## src/rtl/sqrt_job_scheduler_pkg.sv

```systemverilog
// sqrt_sched_pkg: shared definitions for the square-root job scheduler.
// Holds the FSM state encoding, register word offsets (addr[3:2]), CTRL bit
// indices, STATUS bit positions and a small count-saturation helper.
package sqrt_sched_pkg;

    typedef enum logic [1:0] {
        S_IDLE  = 2'd0,
        S_ISSUE = 2'd1,
        S_WAIT  = 2'd2
    } state_e;

    // Register word offsets, compared against addr[3:2]
    localparam logic [1:0] REG_OP_PUSH     = 2'd0;
    localparam logic [1:0] REG_RESULT      = 2'd1;
    localparam logic [1:0] REG_STATUS_CTRL = 2'd2;
    localparam logic [1:0] REG_IRQ_EN      = 2'd3;

    // CTRL write bits; every set bit acts in the same cycle
    localparam int CTRL_POP_BIT     = 0;
    localparam int CTRL_CLR_OVF_BIT = 1;
    localparam int CTRL_FLUSH_BIT   = 2;

    // STATUS read bit positions
    localparam int STAT_OP_EMPTY      = 0;
    localparam int STAT_OP_FULL       = 1;
    localparam int STAT_RES_EMPTY     = 2;
    localparam int STAT_RES_FULL      = 3;
    localparam int STAT_BUSY          = 4;
    localparam int STAT_OVF_ERR       = 5;
    localparam int STAT_OP_COUNT_LSB  = 8;
    localparam int STAT_RES_COUNT_LSB = 12;

    // The STATUS count fields are 4 bits wide; a depth-16 FIFO holding 16
    // entries reports 15 there (the full flag disambiguates).
    function automatic logic [3:0] sat_count4(input logic [4:0] cnt);
        if (cnt > 5'd15) begin
            return 4'hF;
        end else begin
            return cnt[3:0];
        end
    endfunction

endpackage

```

## src/rtl/sqrt_job_scheduler_if.sv

```systemverilog
// sqrt_job_scheduler_if: bus and sqrt-core signals of the job scheduler.
//   cs, we, addr, wdata   register write/select from the host bus
//   rdata                 combinational register read data
//   core_start            one-cycle start pulse to the sqrt core
//   core_operand          operand, stable from start until done
//   core_done             one-cycle completion pulse from the core
//   core_result           result, valid while core_done is high
//   irq                   level interrupt, result available
// slave = scheduler view, master = host/core view.
interface sqrt_job_scheduler_if #(
    parameter int RES_W = 16
);
    logic             cs;
    logic             we;
    logic [31:0]      addr;
    logic [31:0]      wdata;
    logic [31:0]      rdata;
    logic             core_start;
    logic [31:0]      core_operand;
    logic             core_done;
    logic [RES_W-1:0] core_result;
    logic             irq;

    modport slave (
        input  cs, we, addr, wdata, core_done, core_result,
        output rdata, core_start, core_operand, irq
    );

    modport master (
        output cs, we, addr, wdata, core_done, core_result,
        input  rdata, core_start, core_operand, irq
    );
endinterface

```

## src/rtl/sqrt_job_scheduler_sync_fifo.sv

```systemverilog
// sync_fifo: single-clock FIFO with synchronous active-low reset and flush.
//   clk, reset_n   clock and synchronous active-low reset
//   flush          empties the FIFO; wins over push and pop
//   push, wdata    write request (ignored when full)
//   pop            read request (ignored when empty)
//   rdata          head entry (meaningful only when not empty)
//   full, empty    state of the current cycle
//   count          number of stored entries
// DEPTH must be a power of two so the pointers wrap naturally.
module sync_fifo #(
    parameter  int WIDTH = 32,
    parameter  int DEPTH = 4,
    localparam int PTR_W = $clog2(DEPTH),
    localparam int CNT_W = PTR_W + 1
) (
    input  logic             clk,
    input  logic             reset_n,
    input  logic             flush,
    input  logic             push,
    input  logic             pop,
    input  logic [WIDTH-1:0] wdata,
    output logic [WIDTH-1:0] rdata,
    output logic             full,
    output logic             empty,
    output logic [CNT_W-1:0] count
);
    logic [WIDTH-1:0] mem_r [DEPTH];
    logic [PTR_W-1:0] wr_ptr_r;
    logic [PTR_W-1:0] rd_ptr_r;
    logic [CNT_W-1:0] count_r;
    logic             do_push_s;
    logic             do_pop_s;

    // Qualify requests against the current full/empty flags
    always_comb begin
        do_push_s = push & ~full;
        do_pop_s  = pop & ~empty;
    end

    // Storage array; no reset needed since reads are gated by empty
    always_ff @(posedge clk) begin
        if (do_push_s && !flush) begin
            mem_r[wr_ptr_r] <= wdata;
        end
    end

    // Pointer and occupancy bookkeeping
    always_ff @(posedge clk) begin
        if (!reset_n || flush) begin
            wr_ptr_r <= '0;
            rd_ptr_r <= '0;
            count_r  <= '0;
        end else begin
            if (do_push_s) begin
                wr_ptr_r <= wr_ptr_r + PTR_W'(1);
            end
            if (do_pop_s) begin
                rd_ptr_r <= rd_ptr_r + PTR_W'(1);
            end
            case ({do_push_s, do_pop_s})
                2'b10:   count_r <= count_r + CNT_W'(1);
                2'b01:   count_r <= count_r - CNT_W'(1);
                default: count_r <= count_r;
            endcase
        end
    end

    assign rdata = mem_r[rd_ptr_r];
    assign full  = (count_r == CNT_W'(DEPTH));
    assign empty = (count_r == CNT_W'(0));
    assign count = count_r;

endmodule

```

## src/rtl/sqrt_job_scheduler.sv

```systemverilog
// sqrt_job_scheduler: queues operands for an external sqrt core, issues them
// one at a time and buffers the returned results for the host.
//   clk       sole clock, rising edge
//   reset_n   synchronous active-low reset
//   bus       sqrt_job_scheduler_if.slave: cs/we/addr/wdata/rdata register
//             port (0x0 OP_PUSH, 0x4 RESULT, 0x8 STATUS/CTRL, 0xC IRQ_EN),
//             core_start/core_operand/core_done/core_result core port, irq
// Parameters: FIFO_DEPTH (operand and result FIFO depth), RES_W (result width).
// Optional macro SQRT_SCHED_IRQ_EN enables the IRQ_EN register and irq output;
// without it irq is tied low and 0xC reads as zero.
module sqrt_job_scheduler
    import sqrt_sched_pkg::*;
#(
    parameter int FIFO_DEPTH = 4,
    parameter int RES_W      = 16
) (
    input  logic                clk,
    input  logic                reset_n,
    sqrt_job_scheduler_if.slave bus
);
    localparam int CNT_W = $clog2(FIFO_DEPTH) + 1;

    state_e           state_r;
    state_e           next_state_s;
    logic             op_full_s, op_empty_s, res_full_s, res_empty_s;
    logic [CNT_W-1:0] op_count_s, res_count_s;
    logic [31:0]      op_head_s;
    logic [RES_W-1:0] res_head_s;
    logic [1:0]       reg_sel_s;
    logic             wr_s, push_req_s, ctrl_wr_s;
    logic             flush_s, res_pop_s, clr_ovf_s;
    logic             op_pop_s, res_push_s;
    logic             ovf_err_r, discard_r, core_start_r;
    logic [31:0]      core_operand_r;
    logic [31:0]      status_s, rdata_s;
    logic             irq_en_s;
    logic             unused_addr_s;

    assign reg_sel_s     = bus.addr[3:2];
    assign unused_addr_s = ^{bus.addr[31:4], bus.addr[1:0]};

    // Register write decode and CTRL actions
    always_comb begin
        wr_s       = bus.cs & bus.we;
        push_req_s = wr_s & (reg_sel_s == REG_OP_PUSH);
        ctrl_wr_s  = wr_s & (reg_sel_s == REG_STATUS_CTRL);
        flush_s    = ctrl_wr_s & bus.wdata[CTRL_FLUSH_BIT];
        clr_ovf_s  = ctrl_wr_s & bus.wdata[CTRL_CLR_OVF_BIT];
        res_pop_s  = ctrl_wr_s & bus.wdata[CTRL_POP_BIT] & ~res_empty_s;
    end

    sync_fifo #(.WIDTH(32), .DEPTH(FIFO_DEPTH)) u_op_fifo (
        .clk     (clk),
        .reset_n (reset_n),
        .flush   (flush_s),
        .push    (push_req_s),
        .pop     (op_pop_s),
        .wdata   (bus.wdata),
        .rdata   (op_head_s),
        .full    (op_full_s),
        .empty   (op_empty_s),
        .count   (op_count_s)
    );

    sync_fifo #(.WIDTH(RES_W), .DEPTH(FIFO_DEPTH)) u_res_fifo (
        .clk     (clk),
        .reset_n (reset_n),
        .flush   (flush_s),
        .push    (res_push_s),
        .pop     (res_pop_s),
        .wdata   (bus.core_result),
        .rdata   (res_head_s),
        .full    (res_full_s),
        .empty   (res_empty_s),
        .count   (res_count_s)
    );

    // Sticky overflow flag: a push against a full operand FIFO is dropped
    always_ff @(posedge clk) begin
        if (!reset_n) begin
            ovf_err_r <= 1'b0;
        end else if (clr_ovf_s) begin
            ovf_err_r <= 1'b0;
        end else if (push_req_s && op_full_s) begin
            ovf_err_r <= 1'b1;
        end else begin
            ovf_err_r <= ovf_err_r;
        end
    end

    // FSM state register
    always_ff @(posedge clk) begin
        if (!reset_n) begin
            state_r <= S_IDLE;
        end else begin
            state_r <= next_state_s;
        end
    end

    // FSM next state; issue only when a result slot is guaranteed
    always_comb begin
        next_state_s = state_r;
        op_pop_s     = 1'b0;
        res_push_s   = 1'b0;
        case (state_r)
            S_IDLE: begin
                // A flush in this cycle empties the queue, so do not launch
                if (!op_empty_s && !res_full_s && !flush_s) begin
                    next_state_s = S_ISSUE;
                end else begin
                    next_state_s = S_IDLE;
                end
            end
            S_ISSUE: begin
                op_pop_s     = 1'b1;
                next_state_s = S_WAIT;
            end
            S_WAIT: begin
                if (bus.core_done) begin
                    next_state_s = S_IDLE;
                    if (!flush_s && !discard_r) begin
                        res_push_s = 1'b1;
                    end else begin
                        res_push_s = 1'b0;
                    end
                end else begin
                    next_state_s = S_WAIT;
                end
            end
            default: begin
                next_state_s = S_IDLE;
            end
        endcase
    end

    // Remembers that the job in flight was flushed so its result is dropped
    always_ff @(posedge clk) begin
        if (!reset_n) begin
            discard_r <= 1'b0;
        end else if (state_r == S_WAIT && bus.core_done) begin
            discard_r <= 1'b0;
        end else if (flush_s && state_r != S_IDLE) begin
            discard_r <= 1'b1;
        end else begin
            discard_r <= discard_r;
        end
    end

    // Core start pulse and operand, registered so they align with ISSUE
    always_ff @(posedge clk) begin
        if (!reset_n) begin
            core_start_r   <= 1'b0;
            core_operand_r <= 32'd0;
        end else if (next_state_s == S_ISSUE) begin
            core_start_r   <= 1'b1;
            core_operand_r <= op_head_s;
        end else begin
            core_start_r   <= 1'b0;
            core_operand_r <= core_operand_r;
        end
    end

`ifdef SQRT_SCHED_IRQ_EN
    logic irq_en_r;

    // Interrupt enable register at offset 0xC
    always_ff @(posedge clk) begin
        if (!reset_n) begin
            irq_en_r <= 1'b0;
        end else if (wr_s && reg_sel_s == REG_IRQ_EN) begin
            irq_en_r <= bus.wdata[0];
        end else begin
            irq_en_r <= irq_en_r;
        end
    end

    assign irq_en_s = irq_en_r;
`else
    assign irq_en_s = 1'b0;
`endif

    // STATUS word assembly
    always_comb begin
        status_s                                  = 32'd0;
        status_s[STAT_OP_EMPTY]                   = op_empty_s;
        status_s[STAT_OP_FULL]                    = op_full_s;
        status_s[STAT_RES_EMPTY]                  = res_empty_s;
        status_s[STAT_RES_FULL]                   = res_full_s;
        status_s[STAT_BUSY]                       = (state_r != S_IDLE);
        status_s[STAT_OVF_ERR]                    = ovf_err_r;
        status_s[STAT_OP_COUNT_LSB +: 4]          = sat_count4(5'(op_count_s));
        status_s[STAT_RES_COUNT_LSB +: 4]         = sat_count4(5'(res_count_s));
    end

    // Side-effect-free read mux
    always_comb begin
        rdata_s = 32'd0;
        if (bus.cs) begin
            case (reg_sel_s)
                REG_RESULT: begin
                    if (res_empty_s) begin
                        rdata_s = 32'd0;
                    end else begin
                        rdata_s = 32'(res_head_s);
                    end
                end
                REG_STATUS_CTRL: rdata_s = status_s;
                REG_IRQ_EN:      rdata_s = {31'd0, irq_en_s};
                default:         rdata_s = 32'd0;
            endcase
        end else begin
            rdata_s = 32'd0;
        end
    end

    assign bus.rdata        = rdata_s;
    assign bus.core_start   = core_start_r;
    assign bus.core_operand = core_operand_r;
    assign bus.irq          = irq_en_s & ~res_empty_s;

endmodule

```

## src/flat_wrapper.sv

```systemverilog
// flat-port wrapper written by rule: the top's interface ports become plain ports
module sqrt_job_scheduler_flat import sqrt_sched_pkg::*;
#(
    parameter int FIFO_DEPTH = 4,
    parameter int RES_W      = 16
)
  (clk, reset_n, bus_cs, bus_we, bus_addr, bus_wdata, bus_core_done, bus_core_result, bus_rdata, bus_core_start, bus_core_operand, bus_irq);
  sqrt_job_scheduler_if #(.RES_W(RES_W)) bus_i ();
  input  logic clk;
  input  logic reset_n;
  input wire logic [$bits(bus_i.cs)-1:0] bus_cs;
  input wire logic [$bits(bus_i.we)-1:0] bus_we;
  input wire logic [$bits(bus_i.addr)-1:0] bus_addr;
  input wire logic [$bits(bus_i.wdata)-1:0] bus_wdata;
  input wire logic [$bits(bus_i.core_done)-1:0] bus_core_done;
  input wire logic [$bits(bus_i.core_result)-1:0] bus_core_result;
  output wire logic [$bits(bus_i.rdata)-1:0] bus_rdata;
  output wire logic [$bits(bus_i.core_start)-1:0] bus_core_start;
  output wire logic [$bits(bus_i.core_operand)-1:0] bus_core_operand;
  output wire logic [$bits(bus_i.irq)-1:0] bus_irq;
  assign bus_i.cs = bus_cs;
  assign bus_i.we = bus_we;
  assign bus_i.addr = bus_addr;
  assign bus_i.wdata = bus_wdata;
  assign bus_i.core_done = bus_core_done;
  assign bus_i.core_result = bus_core_result;
  assign bus_rdata = bus_i.rdata;
  assign bus_core_start = bus_i.core_start;
  assign bus_core_operand = bus_i.core_operand;
  assign bus_irq = bus_i.irq;
  sqrt_job_scheduler #(.FIFO_DEPTH(FIFO_DEPTH), .RES_W(RES_W)) u_core (.clk(clk), .reset_n(reset_n), .bus(bus_i));
endmodule
```

## config.mk

```make
export PLATFORM = sky130hd
export DESIGN_NAME = sqrt_job_scheduler_flat
export DESIGN_NICKNAME = d
export VERILOG_FILES = /design/src/rtl/sqrt_job_scheduler_pkg.sv /design/src/rtl/sqrt_job_scheduler_if.sv /design/src/rtl/sqrt_job_scheduler_sync_fifo.sv /design/src/rtl/sqrt_job_scheduler.sv /design/src/flat_wrapper.sv
export SDC_FILE = /design/constraint.sdc
export NUM_CORES = 1
export LEC_CHECK = 0
export CAP_MARGIN = 20
export CORE_MARGIN = 4
export CORE_UTILIZATION = 43
export DETAILED_ROUTE_END_ITERATION = 10
export HOLD_SLACK_MARGIN = 0.12
export PLACE_DENSITY = 0.66
export SKIP_LAST_GASP = 1
export SYNTH_ARGS = -nofsm -noshare
export SYNTH_HDL_FRONTEND = slang
export SYNTH_SLANG_ARGS = --single-unit
```

## constraint.sdc

```tcl
create_clock -name clk -period 2.8 [get_ports clk]
set_input_delay 0.42 -clock clk [delete_from_list [all_inputs] [get_ports clk]]
set_output_delay 0.42 -clock clk [all_outputs]
set_load 0.05 [all_outputs]
```

# [Word level (Yosys, flattened, before mapping)]
# Memories as Yosys holds them, arrays and structs flattened. A register that Yosys moved wholly into a read port is not among the register bits.
# Index checks and enable logic that the tools add are counted.
[classes] add_sub_neg=8 eq_ne=11 n_mux=19 n_bitwise=16 n_reduce_logical=24
[op_table] op="$mux 16" n=2
[op_table] op="$pmux 16 s2" n=1
[op_table] op="$pmux 3 s2" n=2
[op_table] op="$and 1x1->1" n=11
[op_table] op="$eq 2x1->1 const B" n=5
[op_table] op="$mux 1" n=10
[op_table] op="$add 2x1->2 const B" n=4
[op_table] op="$eq 2x2->1 const B" n=4
[op_table] op="$logic_and 1x1->1" n=8
[op_table] op="$add 3x1->3 const B" n=2
[op_table] op="$eq 3x3->1 const B" n=2
[op_table] op="$logic_not 1->1" n=6
[op_table] op="$logic_not 3->1" n=2
[op_table] op="$mux 2" n=3
[op_table] op="$pmux 2 s3" n=1
[op_table] op="$reduce_bool 2->1" n=3
[op_table] op="$sub 3x1->3 const B" n=2
[op_table] op="$not 1->1" n=5
[op_table] op="$logic_not 2->1" n=2
[op_table] op="$reduce_or 2->1" n=2
[op_table] op="$logic_or 1x1->1" n=1
[totals] regBits=19 ramBits=192 elab_cells=90 n_memories=2
[mem_list] name="u_core.u_op_fifo.mem_r" depth=4 width=32 read_ports=1 rd_clocked_by_memory_dff=1 wr=1 line="sqrt_job_scheduler_sync_fifo.sv:27" text="logic [WIDTH-1:0] mem_r [DEPTH];"
[mem_list] name="u_core.u_res_fifo.mem_r" depth=4 width=16 read_ports=1 rd_clocked_by_memory_dff=1 wr=1 line="sqrt_job_scheduler_sync_fifo.sv:27"

# [Depth between registers and ports, before layout]
[depth] depth_word=12 ltp_mapped=11 depth_no_buf=11

# [By module]
# A second synthesis with hierarchy kept.
[hier_totals] hier_cells=587 hier_area_um2=9904.5
[modules_own_cells] mod="sync_fifo (u_core.u_op_fifo)" n_inst=1 cells_per_inst=222 area_each_um2=5147.4
[modules_own_cells] mod="sync_fifo (u_core.u_res_fifo)" n_inst=1 cells_per_inst=139 area_each_um2=2835.2
[modules_own_cells] mod="sqrt_job_scheduler" n_inst=1 cells_per_inst=226 area_each_um2=1921.8

# [Worst setup path after synthesis]
# OpenSTA, ideal clock, no wires.
[synth_timing] kind="input port to output port" start="input port bus_addr[2]" end="output port bus_rdata[1]" arrival_time_ps=2049 t_required_ps=2380 setup_slack_ps=331 cell_stages=4 path_cell_list="inv_1 > ha_1 > nand3_1 > o21ai_0"
[synth_between] elab_chain_len=3
[synth_lines] item="start, declared" line="flat_wrapper.sv:13" text="input wire logic [$bits(bus_i.addr)-1:0] bus_addr;"
[synth_lines] item="$eq 2x2->1 / $eq 2x1->1 (equally long branches)" line="sqrt_job_scheduler.sv:199" text="case (reg_sel_s)"
[synth_lines] item="$pmux 16 s2 *" line="sqrt_job_scheduler.sv:199"
[synth_lines] item="$mux 16 *" line="sqrt_job_scheduler.sv:198" text="if (bus.cs) begin"
[synth_lines] item="end, declared" line="flat_wrapper.sv:17" text="output wire logic [$bits(bus_i.rdata)-1:0] bus_rdata;"
# Mark *: on every way between the ends. The rest lies on a longest branch, timed or not.

# [Worst setup path in the final report]
# Ends and elaborated chain as after synthesis.

==> results.sh <==
export IMPL_finalCritPeriodShare=0.959
export IMPL_synth_seq_cells=245
export IMPL_clock_tree_htree_level_count=1
export IMPL_cp_end_kind="output pin"
export IMPL_status="completed"
export IMPL_placement_rows=54
export IMPL_finalClockSkew_ps=8.09
export IMPL_die_height_um=157
export IMPL_io_pins=151
export IMPL_synth_xor_area_frac=0.00914
export IMPL_gp_congestion=0.771
export IMPL_via_count_of_the_first_global_routing_pass=5322
export IMPL_finalPower_uw=7680
export IMPL_crit_path_setup_slack_layout_ps=115
export IMPL_remaining_max_slew_budget_at_the_tightest_pin=0.573
export IMPL_final_nets=774
export IMPL_place_ws_ps=-101
export IMPL_dominant_combinational_cell_family_by_area_after_synthesis="multiplexers"
export IMPL_crit_path_max_fanout=16
export IMPL_worst_setup_hold_path_clk_slew_ps=60
export IMPL_cts_post_setup_buffers_inserted=0
export IMPL_rr_worst_depth=10
export IMPL_cts_num_sinks=245
export IMPL_ff2ff_setup_slack_ps=250
export IMPL_setup_tns_final_ps=0
export IMPL_starting_density=0.438
export IMPL_place_detailed_hpwl_um=11900
export IMPL_postRouteAntennaNets=0
export IMPL_grt_first_pass_wirelength_um=28600
export IMPL_postSynthCellCount=526
export IMPL_r2r_start="u_core.u_res_fifo.count[2]"
export IMPL_critical_path_cell_chain="clkdlybuf4s50_1 -> inv_1 -> buf_4 -> ha_1 -> and4_1 -> buf_12 -> nand2_1 -> o21ai_0 -> buf_4 -> buf_12"
export IMPL_crit_path_largest_cell_delay_ps=470
export IMPL_floorplan_die_area_um2=24700
export IMPL_report_final_hold_viol_count=0
export IMPL_vias=4965
export IMPL_required_arrival_time_at_the_worst_endpoint_ps=2380
export IMPL_placed_cells_incl_taps=925
export IMPL_period_minus_slack_ps=2680
export IMPL_critPathSlowestCell="sky130_fd_sc_hd__clkdlybuf4s50_1"
export IMPL_avgViaCountPerCell=5.10
export IMPL_routed_wirelength_um=18600
export IMPL_report_final_setup_viol=0
export IMPL_worst_skew_pair_late_latency_ps=510
export IMPL_synthesis_area_per_instance_um2=18.2
export IMPL_power_density_nw_per_um2=631
export IMPL_synth_compound_area_share=0.0149
export IMPL_grt_start_max_net_pins=33
export IMPL_fin_hold_ws_ps=497
export IMPL_max_freq_mhz=373
export IMPL_hp_class="reg2reg"
export IMPL_critical_path_top_delay_family="buffers and inverters"
export IMPL_grt_antenna_before_repair=0
export IMPL_tritoncts_num_buffers=27
export IMPL_area_growth_syn_to_layout_pct=26.9
export IMPL_worstReg2RegEnd="u_core.u_res_fifo.count[2]"
export IMPL_avg_wl_per_cell_um=19.1
export IMPL_slew_viol_final=0
export IMPL_synth_async_reset_ratio=0
export IMPL_global_route_overflow_total=0
export IMPL_floorplan_core_area_um2=21900
export IMPL_max_vdd_ir_drop_mv=0.388
export IMPL_critPathCapture="bus_rdata[1]"
export IMPL_dr_first_iter_drc_count=224
export IMPL_synthesis_area_um2=9580
export IMPL_cp_num_buf_inv=6
export IMPL_cts_root_buffer_cell="sky130_fd_sc_hd__clkbuf_16"
export IMPL_detail_route_first_pass_iterations=6
export IMPL_timing_critical_path_from="bus_addr[2]"
export IMPL_yosysWarnings=0
export IMPL_port_buffer_count=103
export IMPL_timing_setup_critical_path_class="in2out"
export IMPL_max_cap_viol_count=0
export IMPL_cts_max_path_buffers=3
export IMPL_global_route_usage_total=0.149
export IMPL_remaining_drc_errors=0
export IMPL_synth_yosys_seq_area_share=0.712
export IMPL_critical_path_arrival_ps=2260
export IMPL_timing_critical_path_from_type="input port"
export IMPL_post_layout_nonfiller_instances=974
export IMPL_worst_path_stages=10
export IMPL_synth_simple_gate_area_share=0.0585
export IMPL_grt_setup_unrepaired="no"
export IMPL_synth_adder_area_share=0.0212
export IMPL_layout_drive_gt1_share=0.219
export IMPL_synth_edff_count=192
export IMPL_transition_at_the_pin_with_the_smallest_max_transition_slack_ps=640
export IMPL_total_leakage_power_uw=0.00426
export IMPL_die_x_um=157
export IMPL_cts_tree="done"
export IMPL_ys_flop_type="sky130_fd_sc_hd__edfxtp_1"
export IMPL_post_synthesis_cell_type_count=38
export IMPL_synth_mux_area_fraction=0.148
report_power, final:
group / total, uW / internal [uW] / switching, uW
Sequential: 3960 / 3940 / 12.7
Combinational: 358 / 149 / 209
Clock: 3360 / 2040 / 1320
cells in the mapped netlist, drive strengths merged, types with 4 or more instances:
master	instances	share of area
edfxtp	192	0.60
dfxtp	53	0.11
mux4	48	0.11
mux2i	34	0.036
nor2b	33	0.022
buf	31	0.027
nor2	20	0.0078
and2	13	0.0085
ha	13	0.017
inv	13	0.0051
nand2	11	0.0043
o21ai	11	0.0057
clkbuf	8	0.0031
a21oi	6	0.0035
xor2	6	0.0055
nand3	4	0.0021
or3	4	0.0026
xnor2	4	0.0037
repair_timing:
item | 4_1_cts | 5_1_grt
endpoints found under the hold margin | 0 | 0
gates resized for setup | 1 | 2
pin swaps | 0 | 0
setup endpoints to repair | 1 | 8
hold buffers | 0 | 0
sequential cells by signal, indices dropped and copies added, names as in the netlist, 2 cells and up, named ones only:
register / count
u_core.u_res_fifo.rd_ptr_r: 2
u_core.bus.core_operand: 32
u_core.u_res_fifo.mem_r: 64
u_core.u_res_fifo.count: 3
u_core.u_op_fifo.mem_r: 128
u_core.u_op_fifo.count: 3
u_core.u_op_fifo.rd_ptr_r: 2
u_core.u_res_fifo.wr_ptr_r: 2
u_core.state_r: 2
u_core.u_op_fifo.wr_ptr_r: 2
how the worst min path moves through the flow:
stage	start	to	slack (ps)	depth (start not counted)
2_1_floorplan	u_core.discard_r	u_core.discard_r	470	1
3_3_place_gp	u_core.discard_r	u_core.discard_r	480	1
3_5_place_dp	u_core.discard_r	u_core.discard_r	480	1
4_1_cts	u_core.discard_r	u_core.discard_r	500	1
5_1_grt	bus_core_result[6]	u_core.u_res_fifo.mem_r[3][6]	520	1
6_report	u_core.discard_r	u_core.discard_r	500	1
placed cells by master (no fill, tap or decap), drive strengths merged, types with 2 or more instances in the layout:
| master | Yosys | layout |
|---|---|---|
| edfxtp | 192 | 192 |
| clkdlybuf4s50 | 0 | 87 |
| buf | 31 | 55 |
| dfxtp | 53 | 53 |
| mux4 | 48 | 48 |
| clkbuf | 8 | 37 |
| mux2i | 34 | 34 |
| nor2b | 33 | 33 |
| nor2 | 20 | 20 |
| conb | 1 | 17 |
| inv | 13 | 14 |
| ha | 13 | 13 |
| and2 | 13 | 13 |
| nand2 | 11 | 11 |
| o21ai | 11 | 11 |
| xor2 | 6 | 6 |
| a21oi | 6 | 6 |
| clkinv | 0 | 6 |
| or3 | 4 | 4 |
| xnor2 | 4 | 4 |
| nand3 | 4 | 4 |
| and3 | 3 | 3 |
| a22o | 3 | 3 |
| nand4 | 3 | 3 |
| or3b | 3 | 3 |
| o211a | 2 | 2 |
| fa | 2 | 2 |
| bufinv | 0 | 2 |
| clkinvlp | 0 | 2 |
final cells by class:
cell class / count / area [um^2]
clock inverters: 11 / 116
fillers: 1709 / 9730
flip-flops and latches: 245 / 6830
diodes: 1 / 2.50
clock buffers: 37 / 743
well taps: 280 / 350
inverters: 13 / 48.8
repair buffers: 142 / 1580
multi-input cells: 245 / 2490
stage by stage:
step,utilization,cell area [um^2]
after global routing,0.555,12200
after floorplan,-,9640
after CTS,0.555,12200
final,0.556,12200
after global placement,0.516,11300
after detailed placement,0.516,11300
kinds of logic after synthesis:
family                     Yosys count
adders and majority gates           15
AOI/OAI and AO/OA                   23
buffers and inverters               52
muxes                               82
xor gates and xnor gates            10
and+or+nand+nor                     98
DFF                                245
other                                1
metal layers:
layer	track usage	routed length, um	vias to the layer above
met5	0	0	-
met4	0.0389	300	0
met3	0.0311	1090	30
met2	0.263	9550	148
met1	0.188	7690	2510
li1	-	-	2277
Power figures use the tool's default switching activity.
